===== src/rtl/ob_cmd_ingress.sv =====
// ---------------------------------------------------------------------------
// ob_cmd_ingress
//
// Ingress stage in front of the order-book engine. Commands arrive from the
// host on a valid/ready handshake. Each accepted command is classified by its
// opcode:
//   - Buy / Sell / QryBidAsk : written into an N-entry FIFO and presented to
//                              the engine in arrival order.
//   - Nop                    : retired here; a single-entry response register
//                              is loaded with {uid, S_Okay}.
//   - reserved (3'b1xx)      : dropped; drop_cnt counts them and saturates.
//
// Command layout (35 bits): uid[34:3], opcode[2:0].
// Response layout (35 bits): uid[34:3], status[2:0].
//
// Ports
//   clk          in   clock, rising edge
//   arst_n       in   asynchronous active-low reset
//   cmd_in_vld   in   upstream command valid
//   cmd_in       in   upstream command
//   cmd_in_rdy   out  ingress accepts this cycle (registered state only)
//   cmd_out_vld  out  FIFO head valid toward the engine
//   cmd_out      out  FIFO head command
//   cmd_out_rdy  in   engine accepts the head
//   rsp_out_vld  out  local Nop response valid
//   rsp_out      out  local Nop response
//   rsp_out_rdy  in   response consumer accepts
//   occupancy    out  number of valid FIFO entries
//   drop_cnt     out  reserved-opcode drop count, saturating
// ---------------------------------------------------------------------------
module ob_cmd_ingress #(
    parameter int N = 4
) (
    input  logic                 clk,
    input  logic                 arst_n,
    input  logic                 cmd_in_vld,
    input  logic [34:0]          cmd_in,
    output logic                 cmd_in_rdy,
    output logic                 cmd_out_vld,
    output logic [34:0]          cmd_out,
    input  logic                 cmd_out_rdy,
    output logic                 rsp_out_vld,
    output logic [34:0]          rsp_out,
    input  logic                 rsp_out_rdy,
    output logic [$clog2(N):0]   occupancy,
    output logic [15:0]          drop_cnt
);

    localparam int PW = $clog2(N);
    localparam int OW = PW + 1;

    localparam logic [2:0] OP_NOP     = 3'b000;
    localparam logic [2:0] OP_BUY     = 3'b001;
    localparam logic [2:0] OP_SELL    = 3'b010;
    localparam logic [2:0] OP_QRY     = 3'b011;
    localparam logic [2:0] S_OKAY     = 3'b000;
    localparam logic [15:0] DROP_MAX  = 16'hFFFF;

    // -----------------------------------------------------------------------
    // State
    // -----------------------------------------------------------------------
    logic [34:0]   mem_q [N];
    logic [PW-1:0] wr_ptr_q,  wr_ptr_d;
    logic [PW-1:0] rd_ptr_q,  rd_ptr_d;
    logic [OW-1:0] occ_q,     occ_d;
    logic          rsp_vld_q, rsp_vld_d;
    logic [34:0]   rsp_q,     rsp_d;
    logic [15:0]   drop_q,    drop_d;

    // -----------------------------------------------------------------------
    // Decode
    // -----------------------------------------------------------------------
    logic [2:0] in_op;
    logic       full;
    logic       empty;
    logic       in_acc;
    logic       is_fwd;
    logic       is_nop;
    logic       is_rsv;
    logic       push;
    logic       pop;
    logic       rsp_done;

    assign in_op = cmd_in[2:0];
    assign full  = (occ_q == OW'(N));
    assign empty = (occ_q == '0);

    // Ready depends only on registered state. A full FIFO refuses even when
    // the head is being popped in the same cycle, which keeps input ready
    // free of any path from cmd_out_rdy.
    assign cmd_in_rdy = !full && !rsp_vld_q;

    assign in_acc = cmd_in_vld && cmd_in_rdy;

    always_comb begin
        is_fwd = 1'b0;
        is_nop = 1'b0;
        is_rsv = 1'b0;
        case (in_op)
            OP_NOP:                   is_nop = 1'b1;
            OP_BUY, OP_SELL, OP_QRY:  is_fwd = 1'b1;
            default:                  is_rsv = 1'b1;
        endcase
    end

    assign push     = in_acc && is_fwd;
    assign pop      = !empty && cmd_out_rdy;
    assign rsp_done = rsp_vld_q && rsp_out_rdy;

    // -----------------------------------------------------------------------
    // Next-state logic
    // -----------------------------------------------------------------------
    always_comb begin
        // Pointers are PW bits wide; with N a power of two the natural
        // overflow of the increment is the modulo-N wrap.
        wr_ptr_d = wr_ptr_q;
        rd_ptr_d = rd_ptr_q;
        if (push) begin
            wr_ptr_d = wr_ptr_q + PW'(1);
        end
        if (pop) begin
            rd_ptr_d = rd_ptr_q + PW'(1);
        end
    end

    always_comb begin
        occ_d = occ_q;
        case ({push, pop})
            2'b10:   occ_d = occ_q + OW'(1);
            2'b01:   occ_d = occ_q - OW'(1);
            default: occ_d = occ_q;
        endcase
    end

    always_comb begin
        rsp_vld_d = rsp_vld_q;
        rsp_d     = rsp_q;
        // A Nop can only be accepted while the response register is empty,
        // so the clear and the load never compete in one cycle. The payload
        // is left untouched on clear; only the valid flag drops.
        if (rsp_done) begin
            rsp_vld_d = 1'b0;
        end
        if (in_acc && is_nop) begin
            rsp_vld_d = 1'b1;
            rsp_d     = {cmd_in[34:3], S_OKAY};
        end
    end

    always_comb begin
        drop_d = drop_q;
        if (in_acc && is_rsv && (drop_q != DROP_MAX)) begin
            drop_d = drop_q + 16'd1;
        end
    end

    // -----------------------------------------------------------------------
    // Registers
    // -----------------------------------------------------------------------
    always_ff @(posedge clk or negedge arst_n) begin
        if (!arst_n) begin
            wr_ptr_q  <= '0;
            rd_ptr_q  <= '0;
            occ_q     <= '0;
            rsp_vld_q <= 1'b0;
            rsp_q     <= '0;
            drop_q    <= '0;
        end else begin
            wr_ptr_q  <= wr_ptr_d;
            rd_ptr_q  <= rd_ptr_d;
            occ_q     <= occ_d;
            rsp_vld_q <= rsp_vld_d;
            rsp_q     <= rsp_d;
            drop_q    <= drop_d;
        end
    end

    // Storage needs no reset: an entry is only visible once occupancy
    // covers it, and reset forces occupancy to zero.
    always_ff @(posedge clk) begin
        if (push) begin
            mem_q[wr_ptr_q] <= cmd_in;
        end
    end

    // -----------------------------------------------------------------------
    // Outputs
    // -----------------------------------------------------------------------
    assign cmd_out_vld = !empty;
    assign cmd_out     = mem_q[rd_ptr_q];
    assign rsp_out_vld = rsp_vld_q;
    assign rsp_out     = rsp_q;
    assign occupancy   = occ_q;
    assign drop_cnt    = drop_q;

endmodule


===== config.mk =====
export PLATFORM = sky130hd
export DESIGN_NAME = ob_cmd_ingress
export DESIGN_NICKNAME = d
export VERILOG_FILES = /design/src/rtl/ob_cmd_ingress.sv
export SDC_FILE = /design/constraint.sdc
export NUM_CORES = 1
export LEC_CHECK = 0
export ABC_AREA = 0
export BUFFER_PORTS_ARGS = -buffer_cell sky130_fd_sc_hd__buf_2
export CORE_MARGIN = 4
export CORE_UTILIZATION = 33
export CTS_BUF_LIST = sky130_fd_sc_hd__clkbuf_8
export DETAILED_ROUTE_END_ITERATION = 16
export PLACE_DENSITY_LB_ADDON = 0.12
export SYNTH_ARGS = -nofsm -noshare
export SYNTH_HDL_FRONTEND = slang
export SYNTH_SLANG_ARGS = --single-unit
export TNS_END_PERCENT = 5

===== constraint.sdc =====
create_clock -name clk -period 6.89 [get_ports clk]
set_input_delay 1.378 -clock clk [delete_from_list [all_inputs] [get_ports clk]]
set_output_delay 1.378 -clock clk [all_outputs]
set_load 0.02 [all_outputs]

==> key figures, run 1 <==
Run status
  – Status: finished, final reports clean

Critical path
  – Crit path kind: reg -> out
  – Crit-path max FO: 26
  – Critical path capture point type: primary output
  – Crit start category: flop
  – CP max stage cell: dfrtp_2
  – Max stage delay on crit path: 620 ps
  – Data required, critical path: ~5500 ps
  – Critical path arrival: 2420 ps
  – Critical path, cell by cell: buf_4 -> mux4_2 -> buf_2

Cells and area
  – Filler cells: 2054
  – Core Util, Final: 0.394
  – Commonest cells after routing, fill and taps aside: edfxtp_1, buf_2, dfrtp_1
  – Antenna diode instance count: 0
  – Layout area overhead: 17.2%
  – Most common cell after layout, fill and taps aside: edfxtp_1
  – Share of cells above drive strength 1: 0.460
  – Final net count: 554

Placement
  – Pre-CTS setup slack: just over 3000 ps
  – GP Congestion: 0.745
  – HPWL Detailed: a little under 10 mm
  – Port buffer count: 128

Global route
  – Antenna violations before repair: 0
  – GRT Overall Usage: 0.125
  – Overflow after GRT: 0
  – Largest net degree at the start of global routing: between 50 and 60
  – First-pass GRT wire length: 24.6 mm
  – Number of global-route vias before repair: 4191

Floorplan
  – Starting Density: 0.336
  – Ports: 132
  – Num rows: 55
  – Area of the die: 25500 um2
  – Core Box Area: 22600 um2
  – Chip height: between 150 and 200 um
  – Die X: 160 um

Clock tree
  – Clk sinks: 196
  – Clk slew on worst S/H paths: ~100 ps
  – TritonCTS buffer count: 17
  – H-tree levels: 4
  – Hold buffers post-CTS: 0
  – Worst skew pair latency: 450 ps
  – TritonCTS clock tree: done
  – Clock Tree Buf Depth: 2
  – Post-CTS sizing: 0
  – Post-CTS Setup Inserts: 0
  – Root Buffer Master: clkbuf_8

Synthesis
  – Top FF cell, synth: edfxtp_1
  – Synth Register Bits: 196
  – Most area-consuming cells after synthesis: edfxtp_1, dfrtp_1, mux4_2, mux2_4, xnor2_1
  – Post-Syn Area: between 7000 and 8000 um2
  – EDFF count, synth: 140
  – Synth cell types: 37
  – Synth top area share: 0.553
  – Yosys top cell by area: edfxtp_1
  – Post-Syn Area per Cell: 20.5 um2
  – Synth async-reset ratio: 0.286
  – Register area share after synthesis: 0.737
  – Number of warnings issued by yosys: 0
  – Post-Synthesis Cells: 370

Detailed routing
  – Via count: 3820
  – TritonRoute pass-1 iters: 4
  – Antenna Violating Nets Remaining: 0
  – Mean routed wirelength per cell: 19.0 um
  – Initial drt markers: 184
  – Vias/cell: 4.75
  – Routed wire length: 15.3 mm
  – DR DRC count: 0

Timing
  – Clock Skew: 10.7 ps
  – Hold Vio Cnt, Final: 0
  – Final Critical Period: 3800 ps
  – Final setup violation count: 0
  – Worst setup margin: a little over 3000 ps
  – Fmax: roughly 260 MHz
  – Max-slew violation count: 0
  – Unrepaired setup endpoints after global routing: no
  – Rel. slew slack: 0.310
  – Worst-Margin Slew: 1030 ps
  – Final Cycle Share: 0.551
  – Sum Neg Setup Slack: 0 ps

Flow run
  – Max Cap Violations: 0

Worst hold path
  – Hold crit path type: reg -> reg

Power and ir drop
  – Worst VDD drop: 0.151 mV
  – Power density cells: 388 nW/um2
  – Leak: 3.44 nW
[cell usage after synthesis, drive strengths merged (2+ instances only)]
cell and count:
a21oi 2, and2 5, and3 4, and4 2
buf 12, clkbuf 3, dfrtp 56, edfxtp 140
ha 6, inv 8, mux2 34, mux4 35
nand2 5, nand3 7, nand4 4, nand4b 2
nor2 6, nor4 3, o211ai 3, o21ai 3
xnor2 15, xor2 4
[per-stage QoR]
step | area, um2 | power (W) | hold WS, ps | cells
after floorplan | 7610 | 0.00242 | 534 | 372
after global placement | 8540 | 0.00282 | 483 | 773
after detailed placement | 8540 | 0.00283 | 487 | 773
after CTS | 8910 | 0.00354 | 506 | 805
after global routing | 8910 | 0.00367 | 534 | 805
final | 8910 | 0.00346 | 500 | 805
[critical path: cells and delay by family (launching register included)]
family                 cells  cell delay [ps]
buffers and inverters      2              730
flip-flops                 1              620
multiplexers               1              610
[kinds of logic (layout without fill, tap and decap cells)]
group,Yosys count,in the layout,synth area share
muxes,70,70,0.170
xor gates and xnor gates,19,19,0.0219
other,1,3,0.000493
buffers and inverters,23,171,0.0165
DFF,196,196,0.737
adders and majority gates,7,7,0.0125
and+or+nand+nor,45,45,0.0342
AOI/OAI and AO/OA,9,9,0.00741
[worst paths after layout]
check	startpoint	depth (start not counted)	to	slack (ps)
max	rd_ptr_q[0]	3	cmd_out[15]	3090
min	drop_cnt[10]	1	drop_cnt[10]	500
max in group asynchronous	arst_n	2	rd_ptr_q[0]	5250
max reg2reg	occupancy[2]	4	mem_q[0][24]	3930
min reg2reg	drop_cnt[10]	1	drop_cnt[10]	500
min in group asynchronous	arst_n	2	rsp_out[30]	1090
[where the power goes]
group | total (W) | switching, W | internal, W
registers | 0.00161 | 0.000160 | 0.00145
clock network | 0.000691 | 0.000404 | 0.000287
logic | 0.00116 | 0.000639 | 0.000517
total | 0.00346 | 0.00120 | 0.00226
[registers in the layout, indices dropped and copies added, names as in the netlist]
| register | flops |
|---|---|
| rsp_out | 32 |
| mem_q | 140 |
| wr_ptr_q | 2 |
| rd_ptr_q | 2 |
| rsp_out_vld | 1 |
| occupancy | 3 |
| drop_cnt | 16 |
[routing by layer]
layer,GRT usage,routed length (um)
met1,0.164,6870
met4,0.0305,121
met5,0,0
met3,0.0400,814
met2,0.205,7480
[area by class of cell]
class	count	area, um2	share of cell area
Timing Repair Buffer	131	663	0.0744
Multi-Input combinational cell	153	1890	0.212
Sequential cell	196	5610	0.629
Inverter	8	30.0	0.00337
Clock buffer	17	234	0.0263
Clock inverter	15	135	0.0152
Tap cell	285	357	0.0400
(Power assumes the default switching activity.)
==> inputs of run 2 (changes only) <==
- ABC_AREA: 0 -> 1
- clock period: 6.89 -> 3.6 ns (I/O delays scaled with it)
==> run 2 against run 1 <==
Via count increased by 38%. Highest routed layer unchanged. Global-route usage is 1.8 points higher. Synthesized cell count rose by 82%. Die area is 3.5% higher. Hold slack worse by 210 ps. Routed wire length is 21% higher. Final area is 4.2% higher. Critical endpoint is now cmd_out[14]. Critical path depth rose by 2. Final cell count up 41%. Sequential power is 81% higher.
==> key figures, run 2 <==
Worst hold path
  – Hold crit path type: in -> async

Critical path
  – Kind of cell adding the most delay to the critical path: buffers and inverters
  – Critical path, cell by cell: inv_2 -> buf_12 -> o21ai_1 -> o22ai_1 -> buf_2
  – Max stage delay on crit path: 430 ps (-190 ps)
  – Crit path kind: reg -> out
  – CP bufs+invs: 3 (+1)
  – Critical path arrival: 2200 ps (-220 ps)
  – Critical path capture point type: primary output
  – Data required, critical path: 2880 ps (-2630 ps)
  – Crit start category: flop
  – CP max stage cell: inv_2
  – Crit-path max FO: 40 (+54%)

Floorplan
  – Chip height: 163 um (+1.7%)
  – Die X: 163 um (+1.7%)
  – Starting Density: 0.336 (about the same)
  – Num rows: 56 (+1.8%)
  – Ports: 132 (unchanged)
  – Core Box Area: 23500 um2 (+3.7%)
  – Area of the die: 26400 um2 (+3.5%)

Cells and area
  – Antenna diode instance count: 0 (unchanged)
  – Largest Register: mem_q
  – Share of cells above drive strength 1: 0.229 (-0.230)
  – Commonest cells after routing, fill and taps aside: edfxtp_1, buf_2, nand2_1
  – Filler cells: 2308 (+12%)
  – Final net count: 849 (+53%)
  – Layout area overhead: 17.9%
  – Max FFs per register: 140 (unchanged)
  – Most common cell after layout, fill and taps aside: edfxtp_1
  – Fin cells: 1134 (+41%)

Placement
  – HPWL Detailed: 12.5 mm (+30%)
  – Pre-CTS setup slack: 876 ps (-2180 ps)
  – Port buffer count: 128 (unchanged)
  – Placed Cells: 1102 (+43%)
  – GP Congestion: 0.795 (+6.7%)

Timing
  – Sum Neg Setup Slack: 0 ps (unchanged)
  – Hold Vio Cnt, Final: 0 (unchanged)
  – Max-slew violation count: 0 (unchanged)
  – Final Critical Period: 2920 ps
  – Clock Skew: 11.5 ps (+0.791 ps)
  – Worst setup margin: 677 ps (-2420 ps)
  – Worst-Margin Slew: 731 ps (-303 ps)
  – Rel. slew slack: 0.512 (+0.202)
  – Final setup violation count: 0 (unchanged)
  – Fmax: 342 MHz
  – Final Cycle Share: 0.812
  – Unrepaired setup endpoints after global routing: no

Clock tree
  – Worst skew pair latency: 460 ps (about the same)
  – H-tree levels: 4 (unchanged)
  – Post-CTS sizing: 0 (unchanged)
  – Clk slew on worst S/H paths: 100 ps (about the same)
  – Post-CTS Setup Inserts: 0 (unchanged)
  – Root Buffer Master: clkbuf_8
  – Clk sinks: 196 (unchanged)
  – Hold buffers post-CTS: 0 (unchanged)
  – Clock Tree Buf Depth: 2 (unchanged)
  – TritonCTS buffer count: 17 (unchanged)
  – TritonCTS clock tree: done

Power and ir drop
  – Sw Share: 0.403 (+0.0557)
  – Sequential group share of total power: 0.422 (-0.044)
  – P_int: 0.00413 W (+83%)
  – Power density cells: 746 nW/um2 (+92%)
  – Worst VDD drop: 0.275 mV (+83%)
  – Combinational Power Share: 0.390 (+0.056)
  – PnR Total Power: 0.00693 W (+100%)
  – Psw: 0.00279 W (+130%)
  – Clk pwr share: 0.187 (-0.013)
  – Leak: 3.77 nW (+9.7%)

Detailed routing
  – Routed wire length: 18.5 mm (+21%)
  – Antenna Violating Nets Remaining: 0 (unchanged)
  – DR DRC count: 0 (unchanged)
  – Via count: 5262 (+38%)
  – TritonRoute pass-1 iters: 4 (unchanged)
  – Mean routed wirelength per cell: 16.3 um (-14%)
  – Vias/cell: 4.64 (-2.2%)
  – Initial drt markers: 312 (+70%)

Synthesis
  – Post-Syn Area: 7880 um2 (+3.7%)
  – Yosys top cell by area: edfxtp_1
  – Synth top area share: 0.533 (-0.0196)
  – EDFF count, synth: 140 (unchanged)
  – Top FF cell, synth: edfxtp_1
  – Post-Syn Area per Cell: 11.7 um2 (-43%)
  – Synth cell types: 32 (-14%)
  – Post-synth top cells: edfxtp_1, nand2_1, nor2_1, o21ai_1, dfrtp_1
  – Number of warnings issued by yosys: 0 (unchanged)
  – Synth async-reset ratio: 0.286 (unchanged)
  – Cell with the most instances after synthesis: edfxtp_1
  – Synth Register Bits: 196 (unchanged)
  – Most area-consuming cells after synthesis: edfxtp_1, dfrtp_1, nand2_1, nor2_1, o21ai_1
  – Register area share after synthesis: 0.711 (-0.0261)
  – Post-Synthesis Cells: 674 (+82%)

Global route
  – GRT Overall Usage: 0.143 (+0.0179)
  – Largest net degree at the start of global routing: 73 (+28%)
  – Antenna violations before repair: 0 (unchanged)
  – First-pass GRT wire length: 29.4 mm (+19%)
  – Overflow after GRT: 0 (unchanged)
  – Number of global-route vias before repair: 5389 (+29%)

Run status
  – Status: finished, final reports clean

Flow run
  – Max Cap Violations: 0 (unchanged)
-- run 2: worst register-to-register path: cells and delay by family (launching register included) --
kind / cells / cell delay, ps
AND/OR/NAND/NOR: 4 / 1020
buffers and inverters: 3 / 600
flip-flops: 1 / 420
-- run 2: worst paths after layout --
kind	start	to	slack, ps	cells after the start
worst min register to register	rsp_out[28]	rsp_out[28]	490	2
max in group asynchronous	arst_n	rd_ptr_q[0]	2380	2
worst min-delay path	arst_n	rsp_out[30]	290	1
min in group clk	rsp_out_rdy	rsp_out_vld	410	2
worst max-delay path	rd_ptr_q[0]	cmd_out[14]	680	5
worst max register to register	occupancy[0]	mem_q[3][4]	1250	7
-- run 2: final cells by class --
type / count / area [um2] / area share
clock buffer: 17 / 234 / 0.0252
clock inverter: 15 / 121 / 0.0131
inverter: 55 / 206 / 0.0222
multi-input combinational: 392 / 1950 / 0.210
sequential: 196 / 5610 / 0.604
tap: 319 / 399 / 0.0430
timing repair buffer: 140 / 768 / 0.0827
-- run 2: cells by family (layout without fill, tap and decap cells) --
family	Yosys count	after routing	share of synthesized area
DFF	196	196	0.711
adders and majority gates	7	7	0.0121
buffers and inverters	88	227	0.0464
xor gates and xnor gates	12	12	0.0133
AOI/OAI and AO/OA	148	148	0.102
and+or+nand+nor	222	222	0.115
other	1	3	0.000476
-- run 2: layer usage --
metal / GRT usage / routed length [um]
met3: 0.0382 / 1030
met1: 0.184 / 8180
met2: 0.236 / 8890
met5: 0 / 0
met4: 0.0480 / 369
-- run 2: through the flow --
stage / instance area (um2) / hold slack [ps] / utilization
after CTS: 9290 / 287 / 0.396
final: 9290 / 294 / 0.396
after floorplan: 7890 / 424 / -
after detailed placement: 8930 / 473 / 0.381
after global placement: 8930 / 466 / 0.381
after global routing: 9290 / 313 / 0.396
-- run 2: power by group through the flow --
| stage | logic [W] | registers (W) | clock network (W) |
|---|---|---|---|
| after floorplan | 0.00150 | 0.00321 | 0 |
| after global placement | 0.00275 | 0.00296 | 0 |
| after detailed placement | 0.00277 | 0.00298 | 0 |
| after CTS | 0.00278 | 0.00293 | 0.00135 |
| after global routing | 0.00300 | 0.00297 | 0.00144 |
| final | 0.00270 | 0.00292 | 0.00130 |
